--- src/rtl/knn_local_sp_loader_if.sv ---
// Control, load-stream, buffer-port and replay-stream signals of the local search-space loader.
// master = the loader, slave = its surroundings (command source, load source, URAM, consumer).
interface knn_local_sp_loader_if #(
    parameter int DataWidth    = 256,
    parameter int AddressWidth = 11
);
    logic                    start;
    logic [AddressWidth:0]   num_words;
    logic [7:0]              num_passes;
    logic                    busy;
    logic                    done;

    logic [DataWidth-1:0]    in_data;
    logic                    in_valid;
    logic                    in_ready;

    logic [AddressWidth-1:0] mem_address0;
    logic                    mem_ce0;
    logic                    mem_we0;
    logic [DataWidth-1:0]    mem_d0;
    logic [DataWidth-1:0]    mem_q0;

    logic [DataWidth-1:0]    out_data;
    logic                    out_valid;
    logic                    out_ready;
    logic                    out_last;

    modport master (
        input  start, num_words, num_passes, in_data, in_valid, mem_q0, out_ready,
        output busy, done, in_ready, mem_address0, mem_ce0, mem_we0, mem_d0,
               out_data, out_valid, out_last
    );

    modport slave (
        output start, num_words, num_passes, in_data, in_valid, mem_q0, out_ready,
        input  busy, done, in_ready, mem_address0, mem_ce0, mem_we0, mem_d0,
               out_data, out_valid, out_last
    );
endinterface

--- src/rtl/knn_local_sp_loader.sv ---
// Fills the local search-space URAM from a stream, then replays it num_passes times; first word out ReadLatency+1 cycles into the sweep.
// Backpressure: reads are credit-gated so in-flight reads plus the 4-entry output FIFO never exceed 4; load side is ready throughout LOAD.
module knn_local_sp_loader #(
    parameter int DataWidth    = 256,
    parameter int AddressRange = 2048,
    parameter int AddressWidth = 11,
    parameter int ReadLatency  = 1
) (
    input  logic                  clk,
    input  logic                  reset,
    knn_local_sp_loader_if.master bus
);
    localparam int FifoDepth = 4;
    localparam int CntW      = AddressWidth + 1;

    typedef enum logic [2:0] {S_IDLE, S_LOAD, S_SWEEP, S_DRAIN, S_DONE} state_e;

    state_e                  state_q, state_d;
    logic [CntW-1:0]         nw_q, nw_d;
    logic [7:0]              np_q, np_d;
    logic [CntW-1:0]         wr_cnt_q, wr_cnt_d;
    logic [AddressWidth-1:0] rd_addr_q, rd_addr_d;
    logic [7:0]              pass_q, pass_d;
    logic                    busy_q, busy_d;
    logic                    done_q, done_d;
    logic                    in_ready_q, in_ready_d;
    logic [ReadLatency-1:0]  trk_vld_q, trk_vld_d;
    logic [ReadLatency-1:0]  trk_last_q, trk_last_d;
    logic [DataWidth-1:0]    fifo_dat_q [FifoDepth];
    logic [DataWidth-1:0]    fifo_dat_d [FifoDepth];
    logic [FifoDepth-1:0]    fifo_last_q, fifo_last_d;
    logic [1:0]              fifo_wp_q, fifo_wp_d;
    logic [1:0]              fifo_rp_q, fifo_rp_d;
    logic [2:0]              fifo_cnt_q, fifo_cnt_d;

    logic            cmd_legal;
    logic            wr_hs;
    logic            issue;
    logic            rd_last;
    logic            pass_last;
    logic            push;
    logic            pop;
    logic [2:0]      inflight;
    logic [CntW-1:0] nw_last;

    assign cmd_legal = (bus.num_words != '0) && (bus.num_words <= CntW'(AddressRange));
    assign nw_last   = nw_q - CntW'(1);
    assign wr_hs     = (state_q == S_LOAD) && bus.in_valid;
    assign rd_last   = ({1'b0, rd_addr_q} == nw_last);
    assign pass_last = (pass_q == (np_q - 8'd1));
    assign push      = trk_vld_q[ReadLatency-1];
    assign pop       = (fifo_cnt_q != '0) && bus.out_ready;

    always_comb begin
        inflight = '0;
        for (int i = 0; i < ReadLatency; i++) begin
            inflight = inflight + {2'b00, trk_vld_q[i]};
        end
    end

    // Credit: a read is only launched if its data is guaranteed a FIFO slot.
    assign issue = (state_q == S_SWEEP) && (({1'b0, fifo_cnt_q} + {1'b0, inflight}) < 4'd4);

    always_comb begin
        state_d   = state_q;
        nw_d      = nw_q;
        np_d      = np_q;
        wr_cnt_d  = wr_cnt_q;
        rd_addr_d = rd_addr_q;
        pass_d    = pass_q;
        unique case (state_q)
            S_IDLE: begin
                if (bus.start) begin
                    if (cmd_legal) begin
                        state_d   = S_LOAD;
                        nw_d      = bus.num_words;
                        np_d      = bus.num_passes;
                        wr_cnt_d  = '0;
                        rd_addr_d = '0;
                        pass_d    = '0;
                    end else begin
                        state_d = S_DONE;
                    end
                end
            end
            S_LOAD: begin
                if (wr_hs) begin
                    wr_cnt_d = wr_cnt_q + CntW'(1);
                    if (wr_cnt_q == nw_last) begin
                        state_d = (np_q == 8'd0) ? S_DONE : S_SWEEP;
                    end
                end
            end
            S_SWEEP: begin
                if (issue) begin
                    if (rd_last) begin
                        rd_addr_d = '0;
                        pass_d    = pass_q + 8'd1;
                        if (pass_last) begin
                            state_d = S_DRAIN;
                        end
                    end else begin
                        rd_addr_d = rd_addr_q + AddressWidth'(1);
                    end
                end
            end
            S_DRAIN: begin
                if ((inflight == '0) && (fifo_cnt_q == '0)) begin
                    state_d = S_DONE;
                end
            end
            S_DONE:  state_d = S_IDLE;
            default: state_d = S_IDLE;
        endcase
        busy_d     = (state_d == S_LOAD) || (state_d == S_SWEEP) || (state_d == S_DRAIN);
        done_d     = (state_d == S_DONE);
        in_ready_d = (state_d == S_LOAD);
    end

    // Read tracking: bit ReadLatency-1 lines up with mem_q0 being valid.
    always_comb begin
        trk_vld_d     = '0;
        trk_last_d    = '0;
        trk_vld_d[0]  = issue;
        trk_last_d[0] = issue && rd_last;
        for (int i = 1; i < ReadLatency; i++) begin
            trk_vld_d[i]  = trk_vld_q[i-1];
            trk_last_d[i] = trk_last_q[i-1];
        end
    end

    always_comb begin
        fifo_dat_d  = fifo_dat_q;
        fifo_last_d = fifo_last_q;
        fifo_wp_d   = fifo_wp_q;
        fifo_rp_d   = fifo_rp_q;
        fifo_cnt_d  = fifo_cnt_q;
        if (push) begin
            fifo_dat_d[fifo_wp_q]  = bus.mem_q0;
            fifo_last_d[fifo_wp_q] = trk_last_q[ReadLatency-1];
            fifo_wp_d              = fifo_wp_q + 2'd1;
        end
        if (pop) begin
            fifo_rp_d = fifo_rp_q + 2'd1;
        end
        case ({push, pop})
            2'b10:   fifo_cnt_d = fifo_cnt_q + 3'd1;
            2'b01:   fifo_cnt_d = fifo_cnt_q - 3'd1;
            default: fifo_cnt_d = fifo_cnt_q;
        endcase
    end

    always_ff @(posedge clk or posedge reset) begin
        if (reset) begin
            state_q     <= S_IDLE;
            nw_q        <= '0;
            np_q        <= '0;
            wr_cnt_q    <= '0;
            rd_addr_q   <= '0;
            pass_q      <= '0;
            busy_q      <= 1'b0;
            done_q      <= 1'b0;
            in_ready_q  <= 1'b0;
            trk_vld_q   <= '0;
            trk_last_q  <= '0;
            fifo_last_q <= '0;
            fifo_wp_q   <= '0;
            fifo_rp_q   <= '0;
            fifo_cnt_q  <= '0;
            for (int i = 0; i < FifoDepth; i++) begin
                fifo_dat_q[i] <= '0;
            end
        end else begin
            state_q     <= state_d;
            nw_q        <= nw_d;
            np_q        <= np_d;
            wr_cnt_q    <= wr_cnt_d;
            rd_addr_q   <= rd_addr_d;
            pass_q      <= pass_d;
            busy_q      <= busy_d;
            done_q      <= done_d;
            in_ready_q  <= in_ready_d;
            trk_vld_q   <= trk_vld_d;
            trk_last_q  <= trk_last_d;
            fifo_last_q <= fifo_last_d;
            fifo_wp_q   <= fifo_wp_d;
            fifo_rp_q   <= fifo_rp_d;
            fifo_cnt_q  <= fifo_cnt_d;
            for (int i = 0; i < FifoDepth; i++) begin
                fifo_dat_q[i] <= fifo_dat_d[i];
            end
        end
    end

    // The buffer port is shared: load writes follow in_valid directly, sweep reads follow the credit check.
    always_comb begin
        bus.mem_ce0      = 1'b0;
        bus.mem_we0      = 1'b0;
        bus.mem_address0 = '0;
        bus.mem_d0       = '0;
        if (wr_hs) begin
            bus.mem_ce0      = 1'b1;
            bus.mem_we0      = 1'b1;
            bus.mem_address0 = wr_cnt_q[AddressWidth-1:0];
            bus.mem_d0       = bus.in_data;
        end else if (issue) begin
            bus.mem_ce0      = 1'b1;
            bus.mem_address0 = rd_addr_q;
        end
    end

    assign bus.busy      = busy_q;
    assign bus.done      = done_q;
    assign bus.in_ready  = in_ready_q;
    assign bus.out_valid = (fifo_cnt_q != '0);
    assign bus.out_data  = fifo_dat_q[fifo_rp_q];
    assign bus.out_last  = (fifo_cnt_q != '0) && fifo_last_q[fifo_rp_q];
endmodule

--- src/flat_wrapper.sv ---
// flat-port wrapper written by rule: the top's interface ports become plain ports
module knn_local_sp_loader_flat 
#(
    parameter int DataWidth    = 256,
    parameter int AddressRange = 2048,
    parameter int AddressWidth = 11,
    parameter int ReadLatency  = 1
)
  (clk, reset, bus_start, bus_num_words, bus_num_passes, bus_in_data, bus_in_valid, bus_mem_q0, bus_out_ready, bus_busy, bus_done, bus_in_ready, bus_mem_address0, bus_mem_ce0, bus_mem_we0, bus_mem_d0, bus_out_data, bus_out_valid, bus_out_last);
  knn_local_sp_loader_if #(.DataWidth(DataWidth), .AddressWidth(AddressWidth)) bus_i ();
  input  logic clk;
  input  logic reset;
  input wire logic [$bits(bus_i.start)-1:0] bus_start;
  input wire logic [$bits(bus_i.num_words)-1:0] bus_num_words;
  input wire logic [$bits(bus_i.num_passes)-1:0] bus_num_passes;
  input wire logic [$bits(bus_i.in_data)-1:0] bus_in_data;
  input wire logic [$bits(bus_i.in_valid)-1:0] bus_in_valid;
  input wire logic [$bits(bus_i.mem_q0)-1:0] bus_mem_q0;
  input wire logic [$bits(bus_i.out_ready)-1:0] bus_out_ready;
  output wire logic [$bits(bus_i.busy)-1:0] bus_busy;
  output wire logic [$bits(bus_i.done)-1:0] bus_done;
  output wire logic [$bits(bus_i.in_ready)-1:0] bus_in_ready;
  output wire logic [$bits(bus_i.mem_address0)-1:0] bus_mem_address0;
  output wire logic [$bits(bus_i.mem_ce0)-1:0] bus_mem_ce0;
  output wire logic [$bits(bus_i.mem_we0)-1:0] bus_mem_we0;
  output wire logic [$bits(bus_i.mem_d0)-1:0] bus_mem_d0;
  output wire logic [$bits(bus_i.out_data)-1:0] bus_out_data;
  output wire logic [$bits(bus_i.out_valid)-1:0] bus_out_valid;
  output wire logic [$bits(bus_i.out_last)-1:0] bus_out_last;
  assign bus_i.start = bus_start;
  assign bus_i.num_words = bus_num_words;
  assign bus_i.num_passes = bus_num_passes;
  assign bus_i.in_data = bus_in_data;
  assign bus_i.in_valid = bus_in_valid;
  assign bus_i.mem_q0 = bus_mem_q0;
  assign bus_i.out_ready = bus_out_ready;
  assign bus_busy = bus_i.busy;
  assign bus_done = bus_i.done;
  assign bus_in_ready = bus_i.in_ready;
  assign bus_mem_address0 = bus_i.mem_address0;
  assign bus_mem_ce0 = bus_i.mem_ce0;
  assign bus_mem_we0 = bus_i.mem_we0;
  assign bus_mem_d0 = bus_i.mem_d0;
  assign bus_out_data = bus_i.out_data;
  assign bus_out_valid = bus_i.out_valid;
  assign bus_out_last = bus_i.out_last;
  knn_local_sp_loader #(.DataWidth(DataWidth), .AddressRange(AddressRange), .AddressWidth(AddressWidth), .ReadLatency(ReadLatency)) u_core (.clk(clk), .reset(reset), .bus(bus_i));
endmodule
--- config.mk ---
export PLATFORM = sky130hd
export DESIGN_NAME = knn_local_sp_loader_flat
export DESIGN_NICKNAME = d
export VERILOG_FILES = /design/src/rtl/knn_local_sp_loader_if.sv /design/src/rtl/knn_local_sp_loader.sv /design/src/flat_wrapper.sv
export SDC_FILE = /design/constraint.sdc
export NUM_CORES = 2
export LEC_CHECK = 0
export BUFFER_PORTS_ARGS = -buffer_cell sky130_fd_sc_hd__buf_4
export CAP_MARGIN = 0
export CORE_AREA = 10 10 403 405
export DETAILED_ROUTE_END_ITERATION = 8
export DIE_AREA = 0 0 413 415
export PLACE_DENSITY = 0.55
export SLEW_MARGIN = 20
export SYNTH_ARGS = -nofsm -noshare
export SYNTH_HDL_FRONTEND = slang
export SYNTH_SLANG_ARGS = --single-unit
--- constraint.sdc ---
create_clock -name clk -period 52.6 [get_ports clk]
set_input_delay 10.52 -clock clk [delete_from_list [all_inputs] [get_ports clk]]
set_output_delay 10.52 -clock clk [all_outputs]
set_load 0.005 [all_outputs]
==> metrics.txt <==
WHS Endpoint=u_core.fifo_dat_q[589]; Critical Path Sink Type=output port; CP most frequent cell=buf_4; CTS root buf=clkbuf_16; syn_nets=~3.8k; Setup violations, final=0; post-route insts no fill=approximately 6.4k; status=finished clean; maximum clock insertion buffer count=3; Top FF cell, synth=dfrtp_1; Reg2Reg Setup Slack=approximately 49 ns; WHS Path Cells=1; power density over the cells=~65 nW/um2; Top Family by Delay on Critical Path=buffers and inverters; global routing met3 resource utilization=5.36%; global-route layer with the greatest usage=met2; Pleak=between 20 and 30 nW; overall power=between 0.004 and 0.005 W; fmax=43.0 MHz; worst vdd ir=~0.000046 V; Setup crit start kind=input port; RSZ-0062 raised after global routing=false; Worst Hold Launch=u_core.fifo_dat_q[589]; commonest non-fill, non-tap cell in the layout=buf_4; Fin. Hold Viols=0; Setup Crit Path Kind=input port to output port; share of layout cells above drive strength 1=roughly 60%; 1st-iter DRT viols=1,696; die height=415 um; CTS Hold Bufs=0; DRT Pass-1 Iters=5; NumNets Final=roughly 4.8k; Final min period=about 23 ns; H-Tree Depth=3; CP max FO=approximately 120; Synth warnings=0; initial antenna violation count=82; Rel. slew slack=about 15%; Total Routed Length=roughly 190,000 um; row count=144; Max-cap violations=0; Bufs and invs on worst path=4; Setup Fix Bufs, Post-CTS=0; via/cell ratio=4.94; Worst R2R End=u_core.pass_q[0]; Worst Tran Pin Value=about 1.3 ns; Cell variety after synth=60; Initial Util=32.3%; GPL Wtd Cong=0.910; largest net degree at the start of global routing=158; Pins Over Slew Limit=0; num ports=between 1k and 1.5k; FFs w/ async S/R, synth=100%; worst reg2reg path startpoint=u_core.nw_q[0]; total instance count after detailed placement=between 6k and 7k; commonest non-fill, non-tap cells in the layout=buf_4, dfrtp_1, mux2_2, and2_1, mux4_2; Core Box Area=around 150,000 um2; post-route clock period utilization=roughly 44%; TritonCTS Buffers=120; R2R cell count=9; DRC=0; cell count after synthesis=~3.2k; Synth Area per Inst=about 15 um2; crit-path max cell delay=about 0.70 ns; Post-synth EDFFs=0; clk_skew=slightly below 0.09 ns; P&R area growth vs syn=29.0%; Seq cells post-synth=around 1.1k; setup tns final=0 ns; fillers=approximately 14k; antenna viol nets, final=0; via count=roughly 32k; register area share after synthesis=a little under three fifths; post-cts gate resize count=0; Clock Latency Late Sink=around 0.75 ns; global-route wire length before repair=roughly 260,000 um; met2 Use GR=a little under two fifths; data arrival time of the worst path=approximately 13 ns; grt total ovfl=0; critical path data required time=~42 ns; gr usage total=a little over a fifth; Die Wd=between 400 and 500 um; M1 GR Usage=21.7%; clk slew on worst S/H paths=0.06 ns; CTS Sinks=about 1.1k; DR WL/cell=between 20 and 30 um; IO buf count=roughly 1.1k; worst path cell trace=buf_4 -> and3_4 -> buf_12 -> buf_4 -> and2_1 -> buf_4; vias in the first global route=roughly 34k; detailed placement HPWL=139,000 um; min-delay worst type=register to register; synthesized cell area=approximately 50,000 um2; CTS tree=yes; crit path max-delay cell type=buf_4; DIE AREA=~170,000 um2
## layout make-up
class | count | area [um2] | share of cell area, %
Antenna cell | 53 | 133 | 0.207
Clock buffer | 194 | 3710 | 5.80
Clock inverter | 32 | 409 | 0.639
Inverter | 17 | 71.3 | 0.111
Multi-Input combinational cell | 1898 | 21400 | 33.4
Sequential cell | 1094 | 27400 | 42.8
Tap cell | 2044 | 2560 | 3.99
Timing Repair Buffer | 1105 | 8400 | 13.1
## where the power goes
group | internal [W] | total [W] | switching (W)
Sequential | 0.00127 | 0.00149 | 0.000221
Clock | 0.000507 | 0.000863 | 0.000356
Combinational | 0.00106 | 0.00184 | 0.000780
## flip-flops by register name (all words and copies together), names as in the netlist
name                 count
u_core.fifo_dat_q     1024
u_core.nw_q             12
u_core.wr_cnt_q         12
u_core.rd_addr_q        11
u_core.np_q              8
u_core.pass_q            8
u_core.fifo_last_q       4
u_core.fifo_cnt_q        3
u_core.state_q           3
u_core.fifo_rp_q         2
u_core.fifo_wp_q         2
u_core.bus.busy          1
u_core.bus.done          1
u_core.bus.in_ready      1
u_core.push              1
u_core.trk_last_q        1
## metrics by stage
stage	hold WS [ns]	utilization, %	instance area (um2)	worst slack, ns
global placement	0.481	38.8	59800	29.32
detailed placement	0.487	38.8	59800	29.23
global route	0.503	41.6	64000	29.12
floorplan	0.456	-	49600	11.28
CTS	0.500	41.5	63900	29.23
finish	0.498	41.6	64000	29.35
## metal layers
metal | vias up | share of wire, %
met1 | 16700 | 34
met4 | 32 | 5.9
li1 | 13900 | -
met2 | 899 | 54
met5 | - | 0.11
met3 | 341 | 5.8
## worst max path at each step
stage               cells after the start         endpoint         start
finish                                  6  bus_mem_d0[169]  bus_in_valid
global route                            6  bus_mem_d0[169]  bus_in_valid
CTS                                     5  bus_mem_d0[170]  bus_in_valid
detailed placement                      5  bus_mem_d0[170]  bus_in_valid
global placement                        5   bus_mem_d0[91]  bus_in_valid
floorplan                               1  u_core.bus.busy         reset
## logic make-up after synthesis
kind of cell    Yosys count  synth area share (%)
compound gates           74                  1.08
flops                  1094                  55.2
buf+inv                 242                  1.87
mux                    1291                  35.1
fa+ha+maj                12                 0.318
xor+xnor                 55                  1.16
simple gates            466                  5.32
## Yosys cell counts (all sizes together), types with 12 or more instances
| master | n | share of area (%) |
|---|---|---|
| xor2 | 26 | 0.46 |
| o21ai | 22 | 0.22 |
| nor3 | 13 | 0.13 |
| dfrtp | 1094 | 55 |
| and2 | 264 | 3.3 |
| inv | 17 | 0.13 |
| mux2 | 1030 | 23 |
| nand2 | 82 | 0.62 |
| nor2 | 39 | 0.29 |
| clkbuf | 174 | 1.3 |
| mux4 | 257 | 12 |
| buf | 51 | 0.42 |
| nand3 | 12 | 0.12 |
| xnor2 | 22 | 0.39 |
Power figures use the tool's default switching activity.
